## config.mk

```make
export PLATFORM = sky130hd
export DESIGN_NAME = box_engine
export DESIGN_NICKNAME = d
export VERILOG_FILES = /design/src/rtl/box_engine.sv
export SDC_FILE = /design/constraint.sdc
export NUM_CORES = 1
export LEC_CHECK = 0
export ABC_AREA = 1
export CAP_MARGIN = 15
export CELL_PAD_IN_SITES_DETAIL_PLACEMENT = 1
export CELL_PAD_IN_SITES_GLOBAL_PLACEMENT = 1
export CORE_MARGIN = 2
export CORE_UTILIZATION = 45
export CTS_CLUSTER_DIAMETER = 100
export DETAILED_ROUTE_END_ITERATION = 16
export PLACE_DENSITY = 0.76
export SYNTH_ARGS = -nofsm -noshare
export SYNTH_HDL_FRONTEND = slang
export SYNTH_SLANG_ARGS = --single-unit
```

## constraint.sdc

```tcl
create_clock -name pixel_clk -period 5.8 [get_ports pixel_clk]
set_input_delay 1.74 -clock pixel_clk [delete_from_list [all_inputs] [get_ports pixel_clk]]
set_output_delay 1.74 -clock pixel_clk [all_outputs]
set_load 0.02 [all_outputs]
```

## src/rtl/box_engine.sv

```systemverilog
// rtl/box_engine.sv - multi-box hit tester with frame-committed box registers
// Two-stage pipeline: containment vector, then priority/any/collision reduction.
module box_engine #(
    parameter int N_BOXES = 3,
    parameter int W       = 10,
    parameter int IDX_W   = (N_BOXES > 1) ? $clog2(N_BOXES) : 1
) (
    input  logic               pixel_clk,
    input  logic               reset_n,
    input  logic [W-1:0]       X_pix,
    input  logic [W-1:0]       Y_pix,
    input  logic               frame_start,
    input  logic               wr_en,
    input  logic [IDX_W-1:0]   wr_idx,
    input  logic [W-1:0]       wr_x,
    input  logic [W-1:0]       wr_y,
    input  logic [W-1:0]       wr_w,
    input  logic [W-1:0]       wr_h,
    input  logic               wr_vis,
    output logic               hit,
    output logic [IDX_W-1:0]   hit_idx,
    output logic [N_BOXES-1:0] hit_vec,
    output logic [N_BOXES-1:0] collide_vec,
    output logic               collide_valid
);

    typedef struct packed {
        logic [W-1:0] x;
        logic [W-1:0] y;
        logic [W-1:0] w;
        logic [W-1:0] h;
        logic         vis;
    } box_t;

    box_t               shadow_q [N_BOXES];
    box_t               active_q [N_BOXES];
    box_t               wr_box;
    logic [N_BOXES-1:0] s1_vec_d;
    logic [N_BOXES-1:0] s1_vec_q;
    logic [N_BOXES-1:0] acc_q;
    logic [N_BOXES-1:0] collide_vec_q;
    logic               collide_valid_q;
    logic               hit_q;
    logic [IDX_W-1:0]   hit_idx_d;
    logic [IDX_W-1:0]   hit_idx_q;
    logic [N_BOXES-1:0] hit_vec_q;
    logic               multi_hit;

    assign wr_box = '{x: wr_x, y: wr_y, w: wr_w, h: wr_h, vis: wr_vis};

    // Right/bottom edges carry one extra bit so a box past the screen edge clips
    for (genvar g = 0; g < N_BOXES; g++) begin : g_box
        logic [W:0] x_end;
        logic [W:0] y_end;
        assign x_end = {1'b0, active_q[g].x} + {1'b0, active_q[g].w};
        assign y_end = {1'b0, active_q[g].y} + {1'b0, active_q[g].h};
        assign s1_vec_d[g] = active_q[g].vis
                           && (X_pix >= active_q[g].x) && ({1'b0, X_pix} < x_end)
                           && (Y_pix >= active_q[g].y) && ({1'b0, Y_pix} < y_end);
    end

    always_comb begin
        hit_idx_d = '0;
        for (int i = N_BOXES - 1; i >= 0; i--) begin
            if (s1_vec_q[i]) hit_idx_d = IDX_W'(i);
        end
    end

    // Clearing the lowest set bit leaves something only when two or more boxes overlap
    assign multi_hit = |(s1_vec_q & (s1_vec_q - N_BOXES'(1)));

    always_ff @(posedge pixel_clk or negedge reset_n) begin
        if (!reset_n) begin
            for (int i = 0; i < N_BOXES; i++) begin
                shadow_q[i] <= '0;
                active_q[i] <= '0;
            end
            s1_vec_q        <= '0;
            acc_q           <= '0;
            collide_vec_q   <= '0;
            collide_valid_q <= 1'b0;
            hit_q           <= 1'b0;
            hit_idx_q       <= '0;
            hit_vec_q       <= '0;
        end else begin
            for (int i = 0; i < N_BOXES; i++) begin
                if (frame_start) active_q[i] <= shadow_q[i];
                if (wr_en && wr_idx == IDX_W'(i)) shadow_q[i] <= wr_box;
            end
            s1_vec_q        <= s1_vec_d;
            hit_vec_q       <= s1_vec_q;
            hit_q           <= |s1_vec_q;
            hit_idx_q       <= hit_idx_d;
            collide_valid_q <= frame_start;
            if (frame_start) begin
                collide_vec_q <= acc_q;
                acc_q         <= '0;
            end else if (multi_hit) begin
                acc_q <= acc_q | s1_vec_q;
            end
        end
    end

    assign hit           = hit_q;
    assign hit_idx       = hit_idx_q;
    assign hit_vec       = hit_vec_q;
    assign collide_vec   = collide_vec_q;
    assign collide_valid = collide_valid_q;

endmodule

```

==> results.md, run 1 <==
* Nets at 1986
* Post-synthesis cell count at 1666
* Mapped cell area at ~0.015 mm^2
* Chip Height at around 190 um
* Hold Vio Cnt, Final at 0
* Yosys reg bits at 262
* DR vias/cell at 5.339
* Mean routed wirelength per cell at 18.49 um
* Period utilisation layout at 58.20%
* Area of the multi-input gates at ~0.0076 mm^2
* Fmax at 296.2 MHz
* Setup violators final at 0
* Hold EP: hit_vec[2]$_DFF_PN0_
* Synth top area cells: dfrtp_1 44%, ha_1 14%, nand2_1 9.9%
* Die width at around 190 um
* Post-synth top area cell: dfrtp_1
* Hold_buf cts at 0
* CP Cell Sequence: clkdlybuf4s50_1 -> nand3_2 -> buf_4 -> nand2_1 -> o21ai_0
* Share of cells above drive strength 1 at about 11%
* Reg2reg path depth at 18
* Ant diodes at 0
* Crit path max fanout at 51
* Post-synth top cells: 397 x nand2_1, 262 x dfrtp_1, 185 x o21ai_0, 178 x inv_1, 174 x ha_1
* Max-slew violations at 0
* Syn Nets at about 1900
* Number of I/O port buffers at between 70 and 80
* CTS sink cnt at between 200 and 300
* Reg2Reg Setup Slack at approximately 3 ns
* Crit Path Category: input port to flip-flop
* Final WL at between 40000 and 50000 um
* Floorplan row count at 66
* Most common cell in the netlist: nand2_1
* Drt first pass iters at 5
* Detailed placement HPWL at a little over 30000 um
* Async S/R FF share, synth at between 90% and 100%
* PwrDens at about 380 mW/mm^2
* TritonCTS clock tree: yes
* Post-Layout Cell Count at 2203
* VDD IR-drop max at between 200 and 250 uV
* Hold path startpoint: s1_vec_q[2]$_DFF_PN0_
* Max_slew headroom at between 30 and 40%
* Max Cap Viol at 0
* CP max stage delay at slightly below 0.8 ns
* Mean Syn Cell Area at around 9 um^2
* Syn-to-layout area delta at 14.72%
* Placed insts at approximately 2200
* Delay-heaviest family, CP: buffers and inverters
* Crit path capture type: flip-flop
* H-tree depth at 1
* Final TNS setup at 0 ns
* FILL cells at approximately 3800
* Synth cell types at 32
* First-pass GRT wire length at approximately 66000 um
* Main synth FF type: dfrtp_1
* Hold crit path type: flip-flop to flip-flop
* Worst slew pin tran at ~0.98 ns
* Die area at between 0.03 and 0.04 mm^2
* CP required at between 6 and 7 ns
* Global-route usage over all layers at a little under a quarter
* Outcome: finished clean
* Clk buf depth at 3
* Top cell type's share of synthesized area at between 40% and 50%
* RD Place Congestion at around 0.84
* Worst setup SP type: input port
* Clock Latency Late Sink at roughly 0.57 ns
* Fin crit period at 3.376 ns
* Final Skew at ~0.024 ns
* Io pins at 77
* Vias in the first global route at roughly 13000
* Post-CTS setup repair buffer count at 0
* Ys Warns at 0
* RR Endpoint: s1_vec_q[1]$_DFF_PN0_
* Leak at ~8.5 nW
* CTS Root Cell: clkbuf_16
* Total gr overflow at 0
* WHS Path Cells at 0
* Slowest cell on the critical path: nand3_2
* Post-CTS sizing at 0
* Reg clk slew, reported paths at 0.06 ns
* CTS Buf Count at 29
* Core footprint at between 0.03 and 0.04 mm^2
* Initial antenna violation count at 1
* Worst r2r src: active_q[72]$_DFFE_PN0P_
* Largest net degree at the start of global routing at ~130
* RSZ-0062 raised after global routing: no
* Sequential share of the synthesized area at a little over two fifths
* Initial core utilization at between 40 and 50%
* ANT nets after route at 0
* Post-synth EDFFs at 0
* DRC viols at 0
* Crit path DAT at about 3.8 ns
* DRT iter0 DRCs at ~530
* Crit path buf inv count at 2
* Via count at around 12000
* Seq. cell area at 0.006556 mm^2
[cells by family after synthesis]
group                    Yosys count  synth area share, %
flip-flops                       262                43.66
multiplexers                      70                5.249
AND/OR/NAND/NOR                  576                15.94
XOR/XNOR                          48                2.799
buffers and inverters            227                6.040
adder cells (fa/ha/maj)          180                15.30
AO/OA/AOI/OAI                    303                11.02
[cell usage in the layout, fill, tap and decap left out, types with 4 or more instances in the layout]
master | netlist | final
o211ai_1 | 6 | 6
buf_4 | 13 | 9
nand2_2 | 6 | 6
nor3_1 | 7 | 7
a21oi_1 | 70 | 70
xnor2_1 | 16 | 16
clkbuf_1 | 26 | 5
fa_1 | 6 | 6
nor2_2 | 32 | 32
o21ai_1 | 4 | 4
clkdlybuf4s50_1 | 0 | 74
clkbuf_16 | 0 | 29
a21o_1 | 6 | 6
nor4_1 | 6 | 6
nand3_1 | 39 | 39
clkbuf_8 | 0 | 8
nand2_1 | 397 | 397
bufinv_16 | 0 | 4
nor2_1 | 68 | 68
xor2_1 | 32 | 32
o21a_1 | 6 | 6
inv_1 | 178 | 178
ha_1 | 174 | 174
mux2_2 | 70 | 70
inv_2 | 5 | 5
a21oi_2 | 12 | 12
a31oi_1 | 6 | 6
o21ai_0 | 185 | 185
nand4_1 | 18 | 18
dfrtp_1 | 262 | 262
[layout make-up]
class / count / area share, %
Multi-Input combinational cell: 1177 / 43.85
Tap cell: 442 / 3.210
Timing Repair Buffer: 86 / 4.960
Inverter: 183 / 3.987
Clock inverter: 11 / 0.9804
Clock buffer: 42 / 4.960
Sequential cell: 262 / 38.05
[worst max-delay path by stage]
stage,to,from,cells after the start,slack (ns)
finish,shadow_q[97]$_DFFE_PN0P_,wr_en,5,2.42
global route,shadow_q[94]$_DFFE_PN0P_,wr_en,4,2.20
CTS,shadow_q[97]$_DFFE_PN0P_,wr_en,5,2.42
detailed placement,shadow_q[93]$_DFFE_PN0P_,wr_en,5,1.86
global placement,shadow_q[114]$_DFFE_PN0P_,wr_en,5,1.92
floorplan,s1_vec_q[1]$_DFF_PN0_,X_pix[6],12,3.09
[per-stage QoR]
stage               hold slack (ns)  area [um^2]  power [mW]  utilization [%]  worst slack (ns)
floorplan                    0.3841        15020       3.867                -             3.086
finish                       0.4276        17230       6.472            52.69             2.424
global placement             0.4116        16210       4.395            49.56             1.917
detailed placement           0.4132        16210       4.529            49.56             1.855
CTS                          0.4276        17230       6.531            52.69             2.416
global route                 0.4492        17230       6.961            52.69             2.199
[power breakdown]
| group | leakage [nW] | switching, mW | internal, mW | total [mW] |
|---|---|---|---|---|
| combinational | 4.74 | 1.25 | 0.877 | 2.13 |
| clock | 0.502 | 0.767 | 1.20 | 1.96 |
| sequential | 3.30 | 0.239 | 2.14 | 2.38 |
[state kept, by name (all words and copies together), names as in the netlist]
| signal | cells |
|---|---|
| s1_vec_q | 3 |
| hit_idx | 2 |
| hit | 1 |
| acc_q | 3 |
| collide_vec | 3 |
| shadow_q | 123 |
| hit_vec | 3 |
| collide_valid | 1 |
| active_q | 123 |
[layer usage]
layer | part of all wire (%) | vias up | GRT usage [%]
li1 | - | 5644 | -
met1 | 50 | 5920 | 34.69
met2 | 45 | 154 | 38.86
met3 | 3.5 | 43 | 2.539
met4 | 1.1 | 0 | 3.877
met5 | 0 | - | 0
[worst register-to-register path, delay by kind of cell, from the launching register on]
family	cells	cell delay [ns]
adders and majority gates	3	1.01
buffers and inverters	2	0.16
AOI/OAI and AO/OA	1	0.13
xor gates and xnor gates	1	0.19
and+or+nand+nor	11	0.84
DFF	1	0.42
Note: power is estimated with default switching activity, not from simulation.
==> run 2: changes to the inputs <==
==> constraint.sdc (replaced) <==
create_clock -name pixel_clk -period 3.5 [get_ports pixel_clk]
set_input_delay 1.05 -clock pixel_clk [delete_from_list [all_inputs] [get_ports pixel_clk]]
set_output_delay 1.05 -clock pixel_clk [all_outputs]
set_load 0.02 [all_outputs]
==> results.md, run 2 (synthesis gave the netlist of run 1 again) <==
* Outcome: finished clean
* First-pass GRT wire length at 66910 um
* H-tree depth at 1
* Number of I/O port buffers at 76
* Reg2Reg Setup Slack at 0.63 ns
* Share of cells above drive strength 1 at approximately 11%
* Core footprint at about 0.033 mm^2
* CP startpoint: active_q[113]$_DFFE_PN0P_
* Hold EP: hit_vec[2]$_DFF_PN0_
* Crit Path Category: flip-flop to flip-flop
* Total gr overflow at 0
* Most frequent cells in the layout: 397 x nand2_1, 262 x dfrtp_1, 185 x o21ai_0, 178 x inv_1, 174 x ha_1
* Final Cell Area at 0.01727 mm^2
* Initial antenna violation count at 0
* Worst slew pin tran at ~0.66 ns
* Most common cell after layout, fill and taps aside: nand2_1
* Placed insts at 2155
* TritonCTS clock tree: yes
* Worst r2r src: active_q[113]$_DFFE_PN0P_
* Floorplan row count at 66
* DRT iter0 DRCs at ~640
* Post-CTS setup repair buffer count at 0
* WHS Path Cells at 0
* PwrDens at just over 600 mW/mm^2
* CP required at ~4 ns
* Reg clk slew, reported paths at about 0.060 ns
* Max-slew violations at 0
* Crit path max fanout at 4
* Post-Layout Cell Count at roughly 2200
* Via count at 11710
* Final WL at 40600 um
* Detailed placement HPWL at 31280 um
* RD Place Congestion at 0.8393
* Period utilisation layout at approximately 82%
* Initial core utilization at 45.93%
* Fmax at 348.7 MHz
* Largest registers: active_q x123, shadow_q x123
* Fin crit period at approximately 2.9 ns
* Max_slew headroom at approximately 56%
* CTS Buf Count at 29
* Reg2reg path depth at 18
* FILL cells at 3829
* CTS sink cnt at between 200 and 300
* Io pins at 77
* ANT nets after route at 0
* Leak at between 8 and 9 nW
* CTS Root Cell: clkbuf_16
* Syn-to-layout area delta at 15.02%
* Chip Height at about 190 um
* Post-CTS sizing at 0
* Mean routed wirelength per cell at 18.39 um
* Vias in the first global route at 12650
* Hold path startpoint: s1_vec_q[2]$_DFF_PN0_
* Hold_buf cts at 0
* Die width at approximately 190 um
* RR Endpoint: s1_vec_q[0]$_DFF_PN0_
* Final TNS setup at 0 ns
* Clk buf depth at 3
* Worst setup SP type: flip-flop
* Drt first pass iters at 5
* DRC viols at 0
* Hold Vio Cnt, Final at 0
* Largest net degree at the start of global routing at a little over 80
* Die area at 0.03485 mm^2
* Dpl cell area at around 0.016 mm^2
* Max Cap Viol at 0
* DR vias/cell at between 5 and 6
* Clock Latency Late Sink at between 0.5 and 0.6 ns
* Crit path capture type: flip-flop
* Global-route usage over all layers at around a quarter
* RSZ-0062 raised after global routing: no
* VDD IR-drop max at between 400 and 500 uV
* Nets at about 2000
* Crit path DAT at around 3.3 ns
* Hold crit path type: flip-flop to flip-flop
* Setup violators final at 0
* Final Skew at 0.01365 ns
run 2: cell count changes in the layout (fill, tap and decap cells not counted), sizes merged:
cell	before	now
buf	12	17
bufinv	4	0
clkbuf	42	45
clkinv	4	5
clkinvlp	1	2
diode	0	1
inv	185	183
run 2: worst max-delay path by stage:
stage / endpoint / slack, ns / depth (start not counted)
after floorplan: s1_vec_q[1]$_DFF_PN0_ / 1.11 / 18
after global placement: s1_vec_q[2]$_DFF_PN0_ / 0.53 / 15
after detailed placement: s1_vec_q[0]$_DFF_PN0_ / 0.50 / 13
after CTS: s1_vec_q[0]$_DFF_PN0_ / 0.62 / 18
after global routing: s1_vec_q[0]$_DFF_PN0_ / 0.38 / 18
final: s1_vec_q[0]$_DFF_PN0_ / 0.63 / 18
run 2: cell type report:
class / instances / area, um^2 / share of cell area [%]
Inverter: 183 / 686.9 / 3.977
Clock buffer: 45 / 875.8 / 5.070
Tap cell: 442 / 553.0 / 3.201
Antenna cell: 1 / 2.502 / 0.01449
Timing Repair Buffer: 91 / 1005 / 5.816
Clock inverter: 7 / 40.04 / 0.2318
Sequential cell: 262 / 6556 / 37.95
Multi-Input combinational cell: 1177 / 7555 / 43.73
run 2: metal layers:
metal	share of wire (%)	up-vias	global-route usage [%]
met1	50	5866	35.28
met3	2.6	41	2.200
met5	0	-	0
li1	-	5662	-
met2	45	145	38.53
met4	1.6	0	3.999
run 2: metrics by stage:
stage	utilization, %	hold slack (ns)	setup WS, ns	total power [mW]
CTS	52.82	0.4604	0.6238	10.55
finish	52.82	0.4581	0.6325	10.44
global placement	50.02	0.4234	0.5256	7.319
floorplan	-	0.3841	1.112	6.408
global route	52.82	0.4730	0.3789	11.22
detailed placement	50.02	0.4354	0.4993	7.540
run 2: critical path, stage by stage, from the launching register on:
cell	delay (ns)
dfrtp_1	0.48
ha_1	0.31
fa_1	0.45
inv_1	0.10
nor2_1	0.06
nor2_2	0.15
xor2_1	0.17
ha_1	0.27
nand2_1	0.10
inv_1	0.05
a21oi_1	0.15
nand2_1	0.07
nand2_1	0.05
nand2_1	0.04
nand2_1	0.05
nand2_1	0.04
nand2_1	0.07
nand2_1	0.07
nor2_1	0.08
run 2: power breakdown:
part / leakage, nW / switching [mW] / total (mW) / internal, mW
clock network: 0.450 / 1.23 / 2.94 / 1.70
logic: 4.81 / 2.10 / 3.57 / 1.47
registers: 3.30 / 0.392 / 3.94 / 3.54
==> run 3: changes to the inputs <==
==> constraint.sdc (replaced) <==
create_clock -name pixel_clk -period 2.9 [get_ports pixel_clk]
set_input_delay 0.87 -clock pixel_clk [delete_from_list [all_inputs] [get_ports pixel_clk]]
set_output_delay 0.87 -clock pixel_clk [all_outputs]
set_load 0.02 [all_outputs]
==> results.md, run 3 (synthesis gave the netlist of run 1 again) <==
* Most frequent cells in the layout: 397 x nand2_1, 262 x dfrtp_1, 185 x o21ai_0, 178 x inv_1, 168 x ha_1
* Place WS at between 0.02 and 0.03 ns
* Slowest cell on the critical path: dfrtp_1
* Placed insts at roughly 2200
* RSZ-0062 raised after global routing: yes
* Fmax at ~370 MHz
* ANT nets after route at 0
* Drt first pass iters at 5
* Via count at about 12000
* Clock Latency Late Sink at 0.57 ns
* CTS Root Cell: clkbuf_16
* Chip Height at between 150 and 200 um
* Hold crit path type: input port to asynchronous set/reset pin
* Share of cells above drive strength 1 at between 10% and 20%
* Max Cap Viol at 0
* Detailed placement HPWL at between 30000 and 40000 um
* Reg clk slew, reported paths at 0.06 ns
* RD Place Congestion at around 0.85
* PwrDens at roughly 740 mW/mm^2
* Worst setup SP type: flip-flop
* Hold Vio Cnt, Final at 0
* CP required at 3.40 ns
* Max-slew violations at 0
* Syn-to-layout area delta at 15.98%
* Largest net degree at the start of global routing at between 80 and 90
* Period utilisation layout at 93.18%
* CP Cell Sequence: ha_2 -> fa_2 -> inv_1 -> nor2_1 -> nor2_2 -> xor2_1 -> ha_1 -> nand2_1 -> inv_1 -> a21oi_2 -> nand2_1 -> nand2_1 -> nand2_1 -> nand2_1 -> nand2_1 -> nand2_1 -> nand2_1 -> nor2_1
* Core footprint at roughly 0.033 mm^2
* Initial antenna violation count at 2
* Max_slew headroom at just under 60%
* Mean routed wirelength per cell at 18.78 um
* Crit Path Category: flip-flop to flip-flop
* Final Cell Area at approximately 0.017 mm^2
* Floorplan row count at 66
* Leak at between 8 and 9 nW
* Post-CTS setup repair buffer count at 0
* Total gr overflow at 0
* CP max stage delay at between 0.4 and 0.5 ns
* Final Worst Setup Slack at 0.1978 ns
* Dpl cell area at 0.01640 mm^2
* Clk buf depth at 3
* Global-route usage over all layers at between 20% and 30%
* Number of I/O port buffers at between 70 and 80
* Worst slew pin tran at about 0.63 ns
* Most common cell after layout, fill and taps aside: nand2_1
* DRT iter0 DRCs at between 500 and 600
* Outcome: finished clean
* Crit path max fanout at 4
* Post-Layout Cell Count at ~2200
* Setup violators final at 0
* Io pins at between 70 and 80
* TritonCTS clock tree: yes
* VDD IR-drop max at between 400 and 500 uV
* Initial core utilization at 45.93%
* Final Skew at 0.01676 ns
* Fin crit period at ~2.7 ns
* H-tree depth at 1
* Total power at about 13 mW
* Die width at about 190 um
* Hold_buf cts at 0
* Nets at around 2000
* Largest registers: active_q x123, shadow_q x123
* DRC viols at 0
* Die area at 0.03485 mm^2
* Final WL at 41580 um
* Post-CTS sizing at 0
* Fin Hold WS at between 0.2 and 0.3 ns
* Vias in the first global route at about 13000
* CTS Buf Count at 29
* Crit path DAT at approximately 3.2 ns
* DR vias/cell at between 5 and 6
* Crit path capture type: flip-flop
* Ant diodes at 0
* Cell mode on critical path: nand2_1
* CTS sink cnt at between 200 and 300
* First-pass GRT wire length at slightly below 70000 um
## run 3: report_power, final
| group | internal, mW | switching [mW] |
|---|---|---|
| registers | 4.28 | 0.489 |
| logic | 1.80 | 2.55 |
| clock network | 2.29 | 1.55 |
| total | 8.37 | 4.59 |
## run 3: area by class of cell
| type | count | area (um^2) |
|---|---|---|
| clock buffers | 37 | 795.8 |
| clock inverters | 15 | 185.2 |
| fillers | 3794 | 15280 |
| well taps | 442 | 553.0 |
| inverters | 183 | 686.9 |
| repair buffers | 98 | 1045 |
| flip-flops and latches | 262 | 6556 |
| multi-input cells | 1177 | 7596 |
## run 3: path summary, 6_finish.rpt
check	start	slack, ns	end	depth (start not counted)
max reg2reg	active_q[103]$_DFFE_PN0P_	0.20	s1_vec_q[0]$_DFF_PN0_	18
max	active_q[103]$_DFFE_PN0P_	0.20	s1_vec_q[0]$_DFF_PN0_	18
min reg2reg	shadow_q[36]$_DFFE_PN0P_	0.48	shadow_q[36]$_DFFE_PN0P_	2
min in group pixel_clk	shadow_q[36]$_DFFE_PN0P_	0.48	shadow_q[36]$_DFFE_PN0P_	2
min	reset_n	0.29	active_q[54]$_DFFE_PN0P_	1
max in group asynchronous	reset_n	1.88	hit_idx[0]$_DFF_PN0_	2
## run 3: through the flow
stage / setup TNS, ns / utilization [%]
6_report: 0 / 53.26
5_1_grt: -0.01727 / 53.26
4_1_cts: 0 / 53.14
3_5_place_dp: 0 / 50.14
3_3_place_gp: 0 / 50.14
2_1_floorplan: 0 / -
## run 3: critical path: cells and delay by family (launching register included)
family,cells,cell delay (ns)
adder cells (fa/ha/maj),3,0.89
AND/OR/NAND/NOR,11,0.82
flip-flops,1,0.42
XOR/XNOR,1,0.22
buffers and inverters,2,0.14
AO/OA/AOI/OAI,1,0.14
## run 3: routing by layer
metal	part of all wire [%]	global-route usage [%]	routed length, um	vias up
li1	-	-	-	5667
met1	49	35.22	20170	5901
met2	45	39.58	18680	184
met3	5.1	3.517	2134	47
met4	1.4	4.365	597	0
met5	0	0	0	-
==> RTL change 1: new RTL, settings of run 2 <==
Remove the register `hit_idx_q`: a continuous assignment takes its place, so the output `hit_idx` follows one clock earlier.
--- a/src/rtl/box_engine.sv
+++ b/src/rtl/box_engine.sv
@@ -80,7 +80,6 @@
             collide_vec_q   <= '0;
             collide_valid_q <= 1'b0;
             hit_q           <= 1'b0;
-            hit_idx_q       <= '0;
             hit_vec_q       <= '0;
         end else begin
             for (int i = 0; i < N_BOXES; i++) begin
@@ -90,7 +89,6 @@
             s1_vec_q        <= s1_vec_d;
             hit_vec_q       <= s1_vec_q;
             hit_q           <= |s1_vec_q;
-            hit_idx_q       <= hit_idx_d;
             collide_valid_q <= frame_start;
             if (frame_start) begin
                 collide_vec_q <= acc_q;
@@ -101,6 +99,8 @@
         end
     end
 
+    assign hit_idx_q = hit_idx_d;
+
     assign hit           = hit_q;
     assign hit_idx       = hit_idx_q;
     assign hit_vec       = hit_vec_q;
Behaviour: not the same (a bounded check fails within 4 cycles, from zero or initial values and one cycle with reset_n low).
==> RTL change 1 against run 2 <==
- setup slack got worse by 0.072 ns
- design area is essentially flat
- via count increased by 0.72%
- non-clock buffer count is 1 higher
- utilization rose by 0.084 points
- routed wire length rose by 5.1%
- sequential power barely moved
- total power grew 2.7%
- final cell count stayed put
- sequential cell count shrank 2
- synthesized area shrank 0.35%
- critical endpoint is now s1_vec_q[1]$_DFF_PN0_
- largest power group unchanged
==> RTL change 1: results <==
export IMPL_status="finished, final reports clean"
export IMPL_vias=11798
export IMPL_hold_path_class="reg2reg"
export IMPL_dominantRegCellSynth="dfrtp_1"
export IMPL_antenna_cells=0
export IMPL_drc=0
export IMPL_layout_nets=1991
export IMPL_grt_pass1_wl_mm=69.0
export IMPL_rr_worst_depth=18
export IMPL_synth_cells=1664
export IMPL_synth_distinct_cells=33
export IMPL_fin_area_um2=17300
export IMPL_power_leakage_uw=0.00857
export IMPL_grt_antenna_before_repair=0
export IMPL_synthMuxAreaShare_pct=5.27
export IMPL_peakVddDrop_mv=0.523
export IMPL_dp_hpwl_mm=32.2
export IMPL_io_buffers=76
export IMPL_top_regs="active_q (123), shadow_q (123)"
export IMPL_r2r_end="s1_vec_q[1]$_DFF_PN0_"
export IMPL_synthAdderAreaFrac_pct=15.3
export IMPL_place_area_um2=16300
export IMPL_clk_pin_slew_ns=0.06
export IMPL_cts_root_buf="clkbuf_16"
export IMPL_drt_total_wl_mm=42.7
export IMPL_async_flop_share_pct=100
export IMPL_syn_nets=1911
export IMPL_cp_max_fo=4
export IMPL_gp_congestion=0.861
export IMPL_worst_slew_pin_slew_ns=0.901
export IMPL_routedWlPerCell_um=19.3
export IMPL_ctsResizeCount=0
export IMPL_drtIter0Drc=622
export IMPL_arrival_ns=3.43
export IMPL_first_global_vias=12511
export IMPL_drive_above_1_share_pct=11.2
export IMPL_n_fill_cell=3766
export IMPL_grt_max_degree=94
export IMPL_insertion_delay_ns=0.56
export IMPL_place_ws_ns=0.472
export IMPL_synth_xor_area_share_pct=2.81
export IMPL_synth_compound_area_share_pct=11.1
export IMPL_globalRouteTotalUtil_pct=25.0
export IMPL_cts_inserted_buffers=30
export IMPL_ys_seq_area_share_pct=43.5
export IMPL_hold_path_end="shadow_q[46]$_DFFE_PN0P_"
export IMPL_reg2reg_slack_ns=0.56
export IMPL_min_path_cells=2
export IMPL_ctsLongestPathBuffers=3
export IMPL_postCtsSetupBuffers=0
export IMPL_synth_top_cells_by_area="dfrtp_1 (43%), ha_1 (15%), nand2_1 (10%)"
export IMPL_holdCritStartpoint="shadow_q[46]$_DFFE_PN0P_"
export IMPL_reg2reg_from="active_q[72]$_DFFE_PN0P_"
export IMPL_fin_skew_ns=0.0164
export IMPL_dr_pass1_iters=5
export IMPL_placed_cells=2154
export IMPL_synth_common_cells="nand2_1 (397), dfrtp_1 (260), inv_1 (180), ha_1 (174), o21ai_0 (133)"
RTL change 1: cell types whose count changed in the layout (fill, tap and decap cells not counted), moves of 3 or more:
cell      change
o21ai_0      -52
o21ai_1      +52
buf_4         +5
buf_12        -4
clkbuf_1      -3
RTL change 1: kinds of logic (layout without fill, tap and decap cells):
group                    count (synthesis)  count (layout)
XOR/XNOR                                48              48
multiplexers                            70              70
flip-flops                             260             260
AO/OA/AOI/OAI                          303             303
buffers and inverters                  227             329
AND/OR/NAND/NOR                        576             576
adder cells (fa/ha/maj)                180             180
RTL change 1: power by group:
part	leakage, uW	switching, uW	internal [uW]	total [uW]
registers	0.00327	414	3520	3930
logic	0.00480	2160	1470	3630
clock network	0.000492	1290	1870	3160
RTL change 1: layout make-up:
class | instances | area share (%)
flip-flops and latches | 260 | 37.7
multi-input cells | 1177 | 43.8
repair buffers | 92 | 5.58
clock inverters | 13 | 0.783
inverters | 183 | 3.98
well taps | 442 | 3.20
clock buffers | 41 | 5.00
RTL change 1: routing by layer:
| metal | routed length, um | vias to the layer above | track usage [%] | part of all wire [%] |
|---|---|---|---|---|
| met5 | 0 | - | 0 | 0 |
| met4 | 656 | 0 | 4.12 | 1.5 |
| met3 | 1550 | 36 | 2.28 | 3.6 |
| met2 | 19200 | 189 | 39.6 | 45 |
| met1 | 21300 | 5910 | 37.8 | 50 |
| li1 | - | 5663 | - | - |
RTL change 1: worst max-delay path by stage:
stage / startpoint / endpoint / slack (ns) / cells past startpoint
detailed placement: Y_pix[6] / s1_vec_q[1]$_DFF_PN0_ / 0.47 / 13
CTS: active_q[72]$_DFFE_PN0P_ / s1_vec_q[1]$_DFF_PN0_ / 0.53 / 18
finish: active_q[72]$_DFFE_PN0P_ / s1_vec_q[1]$_DFF_PN0_ / 0.56 / 18
global route: active_q[21]$_DFFE_PN0P_ / s1_vec_q[2]$_DFF_PN0_ / 0.35 / 18
floorplan: active_q[72]$_DFFE_PN0P_ / s1_vec_q[1]$_DFF_PN0_ / 1.11 / 18
global placement: Y_pix[6] / s1_vec_q[1]$_DFF_PN0_ / 0.55 / 13
RTL change 1: critical path, stage by stage, from the launching register on:
cell and delay (ns):
dfrtp_1 0.48, ha_1 0.29, fa_1 0.45, inv_1 0.12, nor2_2 0.05, nor2_2 0.17
xor2_1 0.20, ha_1 0.27, nand2_1 0.10, inv_1 0.05, a21oi_1 0.15, nand2_1 0.08
nand2_1 0.06, nand2_1 0.05, nand2_1 0.06, nand2_1 0.05, nand2_1 0.10, nand2_1 0.08
nor2_2 0.07
RTL change 1: through the flow:
stage               hold slack [ns]  total power, uW
finish                        0.481            10700
global route                  0.506            11500
CTS                           0.484            10800
detailed placement            0.469             7590
global placement              0.460             7360
floorplan                     0.384             6390
==> RTL change 2: new RTL, flow settings as in run 2 <==
Made on the original files. `N_BOXES`: 3 -> 5.
--- a/src/rtl/box_engine.sv
+++ b/src/rtl/box_engine.sv
@@ -1,7 +1,7 @@
 // rtl/box_engine.sv - multi-box hit tester with frame-committed box registers
 // Two-stage pipeline: containment vector, then priority/any/collision reduction.
 module box_engine #(
-    parameter int N_BOXES = 3,
+    parameter int N_BOXES = 5,
     parameter int W       = 10,
     parameter int IDX_W   = (N_BOXES > 1) ? $clog2(N_BOXES) : 1
 ) (
Ports: changed (resized collide_vec, hit_idx, hit_vec and wr_idx); port bits go from 77 to 83. No check against the original RTL was run, so the function may have changed too.
==> RTL change 2 against run 2 <==
- design area grew 64%
- non-clock buffer count grew 31
- sequential cell count grew 173
- routed wire length grew 75%
- total power grew 79%
- setup slack lost 0.034 ns
- synthesized area grew 65%
- global-route usage grew 2.0 points
- critical path type unchanged
- largest cell class unchanged
- highest routed layer unchanged
==> RTL change 2: results <==
export IMPL_status="finished, final reports clean"
export IMPL_buf_share_pct=4.44
export IMPL_routedWlPerCell_um=19.8
export IMPL_synth_top_cells_by_area="dfrtp_1 (44%), ha_1 (15%), nand2_1 (10%)"
export IMPL_use_met1_pct=33.9
export IMPL_ys_seq_area_share_pct=43.9
export IMPL_first_global_vias=21567
export IMPL_via_per_inst=5.43
export IMPL_seq_cell_count=435
export IMPL_slew_headroom_pct=50.9
export IMPL_power_leakage_uw=0.0142
export IMPL_syn_nets=3117
export IMPL_dp_hpwl_mm=53.0
export IMPL_grtUsageMet3_pct=3.20
export IMPL_cts_max_level=2
export IMPL_met2_length_mm=34.9
export IMPL_reg2reg_slack_ns=0.60
export IMPL_arrival_ns=3.41
export IMPL_peakVddDrop_mv=0.357
export IMPL_p_clk_share_pct=29.6
export IMPL_grt_antenna_before_repair=2
export IMPL_reg2reg_from="active_q[31]$_DFFE_PN0P_"
export IMPL_met1_length_mm=32.3
export IMPL_clk_share_pct=6.02
export IMPL_seq_area_um2=10900
export IMPL_inv_count=275
export IMPL_pg_comb_uw=6430
export IMPL_clockBufferCount=63
export IMPL_grt_pass1_wl_mm=116
export IMPL_multi_input_cells=1965
export IMPL_hold_path_class="in2async"
export IMPL_synth_common_cells="nand2_1 (675), dfrtp_1 (435), o21ai_0 (302), ha_1 (290), inv_1 (275)"
export IMPL_drive_above_1_share_pct=8.92
export IMPL_top_regs="active_q (205), shadow_q (205)"
export IMPL_cts_inserted_buffers=47
export IMPL_power_switching_uw=6660
export IMPL_drtIter0Drc=1076
-- RTL change 2: changes by cell type after synthesis, moves of 55 or more --
cell / run 2 / this run
nand2_1: 397 / 675
a21oi_1: 70 / 125
nor2_1: 68 / 167
inv_1: 178 / 275
dfrtp_1: 262 / 435
o21ai_0: 185 / 302
ha_1: 174 / 290
-- RTL change 2: through the flow --
stage / hold slack, ns / setup WS, ns / power (uW) / area [um2]
floorplan: 0.374 / 1.12 / 11100 / 24800
global placement: 0.431 / 0.409 / 12700 / 26600
detailed placement: 0.427 / 0.323 / 13200 / 26600
CTS: 0.439 / 0.540 / 18800 / 28300
global route: 0.456 / 0.343 / 20100 / 28300
finish: 0.440 / 0.598 / 18700 / 28300
-- RTL change 2: worst max path at each step --
stage	slack (ns)	endpoint	cells after the start	from
after CTS	0.54	s1_vec_q[4]$_DFF_PN0_	18	active_q[31]$_DFFE_PN0P_
after detailed placement	0.32	s1_vec_q[4]$_DFF_PN0_	9	X_pix[5]
after floorplan	1.12	s1_vec_q[1]$_DFF_PN0_	18	active_q[154]$_DFFE_PN0P_
after global routing	0.34	s1_vec_q[1]$_DFF_PN0_	18	active_q[144]$_DFFE_PN0P_
after global placement	0.41	s1_vec_q[4]$_DFF_PN0_	9	X_pix[5]
final	0.60	s1_vec_q[4]$_DFF_PN0_	18	active_q[31]$_DFFE_PN0P_
-- RTL change 2: kinds of logic (layout without fill, tap and decap cells) --
logic type | Yosys count | after routing | share of synthesized area (%)
fa+ha+maj | 300 | 300 | 15.4
xor+xnor | 80 | 80 | 2.82
buf+inv | 349 | 482 | 5.75
compound gates | 502 | 502 | 10.8
mux | 119 | 119 | 5.84
other cells | 0 | 1 | 0
flops | 435 | 435 | 43.9
simple gates | 964 | 964 | 15.5
